### src/rtl/y_mux4to1_if.sv
`default_nettype none
// ============================================================================
//  Module   : y_mux4to1_if
//  Purpose  : Bundles the operand, select and result signals of the
//             y_mux4to1 word multiplexer.
//  Signals  : a0..a3  SIZE-bit operands
//             c       2-bit select
//             en      capture enable for the registered copy
//             z       combinational selected operand
//             z_q     registered selected operand
//             valid_q z_q holds a captured value
//  Modports : master - source side (drives operands/select/enable)
//             slave  - the multiplexer itself
//  Revision : 1.0 - initial release
// ============================================================================
interface y_mux4to1_if #(
   parameter int SIZE = 32
);
   logic [SIZE-1:0] a0;
   logic [SIZE-1:0] a1;
   logic [SIZE-1:0] a2;
   logic [SIZE-1:0] a3;
   logic [1:0]      c;
   logic            en;
   logic [SIZE-1:0] z;
   logic [SIZE-1:0] z_q;
   logic            valid_q;

   modport master (
      output a0, a1, a2, a3, c, en,
      input  z, z_q, valid_q
   );

   modport slave (
      input  a0, a1, a2, a3, c, en,
      output z, z_q, valid_q
   );
endinterface
`default_nettype wire

### src/rtl/y_mux4to1.sv
`default_nettype none
// ============================================================================
//  Module   : y_mux4to1
//  Purpose  : Four-input SIZE-bit word multiplexer. Provides a zero-latency
//             combinational result plus a registered copy with a sticky
//             valid flag for pipelined consumers.
//  Ports    : clk    rising-edge clock (registered path only)
//             rst_n  asynchronous active-low reset (registered path only)
//             bus    y_mux4to1_if.slave: a0..a3, c, en in; z, z_q, valid_q out
//  Notes    : SIZE must match the SIZE of the connected interface; legal
//             range is 1..64.
//  Revision : 1.0 - initial release
// ============================================================================
module y_mux4to1 #(
   parameter int SIZE = 32
) (
   input  wire logic   clk,
   input  wire logic   rst_n,
   y_mux4to1_if.slave  bus
);

   logic [SIZE-1:0] w_lo;
   logic [SIZE-1:0] w_hi;
   logic [SIZE-1:0] w_z;
   logic [SIZE-1:0] r_z_q;
   logic            r_valid_q;

   // Two-level tree: c[0] picks within each pair, c[1] picks the pair.
   assign w_lo = bus.c[0] ? bus.a1 : bus.a0;
   assign w_hi = bus.c[0] ? bus.a3 : bus.a2;
   assign w_z  = bus.c[1] ? w_hi   : w_lo;

   // valid_q is sticky: it only ever returns to 0 through reset.
   always_ff @(posedge clk or negedge rst_n) begin
      if (!rst_n) begin
         r_z_q     <= '0;
         r_valid_q <= 1'b0;
      end else if (bus.en) begin
         r_z_q     <= w_z;
         r_valid_q <= 1'b1;
      end
   end

   assign bus.z       = w_z;
   assign bus.z_q     = r_z_q;
   assign bus.valid_q = r_valid_q;

endmodule
`default_nettype wire

### src/flat_wrapper.sv
// flat-port wrapper written by rule: the top's interface ports become plain ports
module y_mux4to1_flat 
#(
   parameter int SIZE = 32
)
  (clk, rst_n, bus_a0, bus_a1, bus_a2, bus_a3, bus_c, bus_en, bus_z, bus_z_q, bus_valid_q);
  y_mux4to1_if #(.SIZE(SIZE)) bus_i ();
  input  wire logic clk;
  input  wire logic rst_n;
  input wire logic [$bits(bus_i.a0)-1:0] bus_a0;
  input wire logic [$bits(bus_i.a1)-1:0] bus_a1;
  input wire logic [$bits(bus_i.a2)-1:0] bus_a2;
  input wire logic [$bits(bus_i.a3)-1:0] bus_a3;
  input wire logic [$bits(bus_i.c)-1:0] bus_c;
  input wire logic [$bits(bus_i.en)-1:0] bus_en;
  output wire logic [$bits(bus_i.z)-1:0] bus_z;
  output wire logic [$bits(bus_i.z_q)-1:0] bus_z_q;
  output wire logic [$bits(bus_i.valid_q)-1:0] bus_valid_q;
  assign bus_i.a0 = bus_a0;
  assign bus_i.a1 = bus_a1;
  assign bus_i.a2 = bus_a2;
  assign bus_i.a3 = bus_a3;
  assign bus_i.c = bus_c;
  assign bus_i.en = bus_en;
  assign bus_z = bus_i.z;
  assign bus_z_q = bus_i.z_q;
  assign bus_valid_q = bus_i.valid_q;
  y_mux4to1 #(.SIZE(SIZE)) u_core (.clk(clk), .rst_n(rst_n), .bus(bus_i));
endmodule
### config.mk
export PLATFORM = sky130hd
export DESIGN_NAME = y_mux4to1_flat
export DESIGN_NICKNAME = d
export VERILOG_FILES = /design/src/rtl/y_mux4to1_if.sv /design/src/rtl/y_mux4to1.sv /design/src/flat_wrapper.sv
export SDC_FILE = /design/constraint.sdc
export NUM_CORES = 1
export LEC_CHECK = 0
export CORE_AREA = 2 2 86 88
export CTS_BUF_LIST = sky130_fd_sc_hd__clkbuf_4 sky130_fd_sc_hd__clkbuf_8
export DETAILED_ROUTE_END_ITERATION = 10
export DIE_AREA = 0 0 88 90
export GPL_ROUTABILITY_DRIVEN = 0
export HOLD_SLACK_MARGIN = 0.12
export PLACE_DENSITY = 0.87
export SLEW_MARGIN = 20
export SYNTH_ARGS = -nofsm -noshare
export SYNTH_HDL_FRONTEND = slang
export SYNTH_SLANG_ARGS = --single-unit
### constraint.sdc
create_clock -name clk -period 1.8 [get_ports clk]
set_clock_uncertainty 0.05 [all_clocks]
set_input_delay 0.36 -clock clk [delete_from_list [all_inputs] [get_ports clk]]
set_output_delay 0.36 -clock clk [all_outputs]
set_load 0.01 [all_outputs]
# After elaboration in Yosys (flattened, before gate mapping)
# Index checks and enable logic that the tools add are counted.
# word_totals
word_cells,5
register_bits,33
# classes
mux,3
# op_table
cell,n
$mux W32,3

# Longest topological paths before layout
# logic_depth
depth_word,2
depth_mapped,4
depth_no_buf,2

# Least setup slack after synthesis
# Ideal clock, no wire load.
# synth_timing
path_type,input to output
from,input port bus_c[1]
to,output port bus_z[10]
setup_slack_ps,301
required_time_ps,1390
cell_stages,3
t_arrival_ps,1089
n_path_buf,2
path_cell_list,buf_2 > buf_2 > mux2i_1
# synth_via
elab_chain_cells,1
# synth_rtl
element,line_no,text
start: declaration,flat_wrapper.sv:14,input wire logic [$bits(bus_i.c)-1:0] bus_c;
$mux W32,y_mux4to1.sv:31,assign w_z = bus.c[1] ? w_hi : w_lo;
end: declaration,flat_wrapper.sv:16,output wire logic [$bits(bus_i.z)-1:0] bus_z;
# Every way passes these cells.

# Worst setup path after layout
# layout_timing
from,input port bus_a1[4]
to,output port bus_z[4]
# layout_via
elab_chain_cells,2
# layout_rtl
element,line_no,text
start: declaration,flat_wrapper.sv:11,input wire logic [$bits(bus_i.a1)-1:0] bus_a1;
$mux W32,y_mux4to1.sv:29,assign w_lo = bus.c[0] ? bus.a1 : bus.a0;
$mux W32,y_mux4to1.sv:31,
# Every way passes these cells.

==> summary.md <==
| Metric | Value |
|---|---|
| Initial Util | `0.361` |
| Peak per-stage delay on the critical path | `0.44 ns` |
| Antenna violations before repair | `0` |
| Top cells by area, synth | `mux2i_1, dfrtp_1, o221ai_1, nand2b_1, o221ai_2` |
| Routed len/inst | `17.6 um` |
| GR Overflow Total | `0` |
| Top Ports | `198` |
| Status | `finished with violations` |
| Final hold violation count | `0` |
| Cell area power density | `521 nW/um^2` |
| Peak supply drop | `approximately 0.00030 V` |
| CTS buffer count | `5` |
| Gate Count Post-Synth | `216` |
| Hold Crit Start | `u_core.bus.valid_q` |
| Pleak | `approximately 2.4 nW` |
| Nets | `~630` |
| Crit path max fanout | `2` |
| Fmax | `0.555 GHz` |
| Worst Path Buf+Inv | `2` |
| Synthesis warning total | `0` |
| Crit path cell chain | `clkdlybuf4s50_1 -> mux2i_2 -> mux2i_1 -> dlygate4sd2_1` |
| Worst reg2reg path startpoint | `u_core.bus.valid_q` |
| Post-synthesis sequential area ratio | `0.326` |
| Std-Cell Rows | `31` |
| EDFF count, synth | `0` |
| Core Region | `between 7000 and 8000 sq um` |
| Asr flop ratio synth | `1.00` |
| Power Total | `around 3 mW` |
| Met1 GRT Util | `0.270` |
| Max-cap violations | `0` |
| Clock power frac | `0.191` |
| Clk buf depth | `2` |
| CP startpoint kind | `input port` |
| Synth top cells by count | `mux2i_1, dfrtp_1, nand2b_1` |
| Reg2reg setup slack | `1.00 ns` |
| Critical Path RT | `1.39 ns` |
| Clock sink total | `33` |
| Post-layout util | `0.798` |
| Via density | `4.98` |
| Port buffer count | `197` |
| CP delay by family, top | `buffers and inverters` |
| DIE HEIGHT | `90 um` |
| H-tree depth | `2` |
| GR peak layer | `met2` |
| GR Util All Layers | `0.243` |
| Final WS setup | `-0.00339 ns` |
| Placed cells | `567` |
| HPWL reported at the end of detailed placement | `7130 um` |
| Combinational Power Share | `0.505` |
| Cell with the most instances after synthesis | `mux2i_1` |
| Full die area | `around 7900 sq um` |
| Net load switching power | `0.886 mW` |
| ANT nets after route | `0` |
| Root buffer cell | `clkbuf_8` |
| Via count | `2970` |
| Failing checks | `negative setup slack` |
| Switch share | `0.304` |
| # DRC | `0` |
| Share of layout cells above drive strength 1 | `0.352` |
| Hold endpoint | `u_core.bus.valid_q` |
| Layout area overhead | `121%` |
| Die width | `88 um` |
| Met3 Resource Use GR | `0.0661` |
| RSZ-0062 raised after global routing | `true` |
| Post-synth top flop | `dfrtp_1` |
| Register share of total power | `0.304` |
| Final WL | `10500 um` |
| Syn Area/Cell | `11.7 sq um` |
| Worst hold path type | `reg2reg` |
| Clk slew on worst S/H paths | `0.06 ns` |
| Slew at the pin closest to its max-slew limit | `0.756 ns` |
| Worst Setup Path Type | `in2out` |
| Syn nets | `roughly 350` |
| R2r worst-path depth | `1` |
| M2 GR Usage | `0.451` |
| Detailed router's first-iteration violation count | `49` |
| Worst setup EP type | `output port` |
| Synth top area share | `0.379` |
| First-pass GRT wire length | `15100 um` |
| Period utilization | `1.00` |
| Synth area leader | `mux2i_1` |
| Minimum clock period after layout | `1.80 ns` |
| # setup viols final | `1` |
| Synthesized flop and latch total | `33` |
| Vias in the first global route | `3085` |
| CTS tree | `yes` |
| Netlist Area Pre-Place | `roughly 2500 sq um` |
| Count of different cell masters after synthesis | `13` |
| Crit Reg-Reg Endpoint | `u_core.bus.valid_q` |
| Fin. max-slew vios | `0` |
| Cell-internal power | `2.03 mW` |
| Min-Delay Path Depth | `1` |
| Worst path slowest cell | `clkdlybuf4s50_1` |
| CP Data Arrival Time | `1.39 ns` |
| Drt pass-1 iters | `4` |
| Finished Layout Cells | `between 500 and 600` |
| Largest net degree at the start of global routing | `34` |
| Worst-skew pair later-pin latency | `0.27 ns` |
| Fillcell total | `between 400 and 500` |
| N_diodes | `0` |
| Slew HR | `0.496` |
## power groups by stage
stage	combinational [mW]	sequential [mW]	clock, mW
2_1_floorplan	0.421	0.936	0
3_3_place_gp	1.31	0.893	0
3_5_place_dp	1.33	0.895	0
4_1_cts	1.35	0.884	0.578
5_1_grt	1.55	0.897	0.623
6_report	1.47	0.887	0.558
## routing by layer
layer | routed length, um | part of all wire
met5 | 0 | 0
met4 | 155 | 0.015
met3 | 758 | 0.072
met2 | 5730 | 0.55
met1 | 3860 | 0.37
## kinds of logic (layout without fill, tap and decap cells)
logic type | count (synthesis) | in the layout | share of synthesized area
multiplexers | 96 | 96 | 0.379
AO/OA/AOI/OAI | 32 | 32 | 0.130
flip-flops | 33 | 33 | 0.326
buffers and inverters | 20 | 301 | 0.0746
AND/OR/NAND/NOR | 35 | 35 | 0.0894
## flip-flops by register name, indices dropped and copies added, names as in the netlist
register            flops
u_core.bus.valid_q      1
u_core.bus.z_q         32
## cells in the final DEF (no fill, tap or decap), types with 6 or more instances in the layout
| master | n |
|---|---|
| mux2i_4 | 7 |
| buf_4 | 85 |
| nand2b_1 | 32 |
| o221ai_2 | 8 |
| mux2i_2 | 44 |
| clkbuf_2 | 6 |
| dfrtp_1 | 33 |
| clkdlybuf4s50_1 | 159 |
| clkdlybuf4s15_1 | 18 |
| o221ai_1 | 24 |
| dlygate4sd2_1 | 7 |
| mux2i_1 | 45 |
## repair_timing
action | CTS | global route
setup endpoints to repair | 32 | 32
cloned | 2 | 2
hold buffers | 1 | 0
endpoints found under the hold margin | 3 | 0
gates resized for setup | 66 | 68
setup buffers | 1 | 15
## how the worst max path moves through the flow
stage / startpoint / to / slack, ns / cells past startpoint
finish: bus_a1[4] / bus_z[4] / -0.003 / 4
detailed placement: bus_c[0] / bus_z[21] / -0.32 / 5
global route: bus_a1[2] / bus_z[2] / -0.05 / 4
CTS: bus_c[0] / bus_z[21] / -0.01 / 5
floorplan: bus_c[1] / bus_z[10] / 0.30 / 3
global placement: bus_c[0] / bus_z[19] / -0.28 / 5
## per-stage QoR
stage	instance area, sq um	TNS, ns	hold slack (ns)	setup WS [ns]
detailed placement	5040	-8.24	0.402	-0.316
global route	5600	-0.251	0.457	-0.0462
finish	5600	-0.00339	0.416	-0.00339
CTS	5270	-0.0297	0.421	-0.0131
global placement	5040	-7.45	0.405	-0.276
floorplan	2530	0	0.0144	0.301
## area by class of cell
type                    instances  area (sq um)  area share
flip-flops and latches         33           826       0.147
clock buffers                   6          76.3      0.0136
multi-input cells             163          1770       0.316
repair buffers                293          2800       0.499
well taps                      99           124      0.0221
clock inverters                 2          10.0     0.00179
No activity file was read; power rests on OpenSTA's default activity.
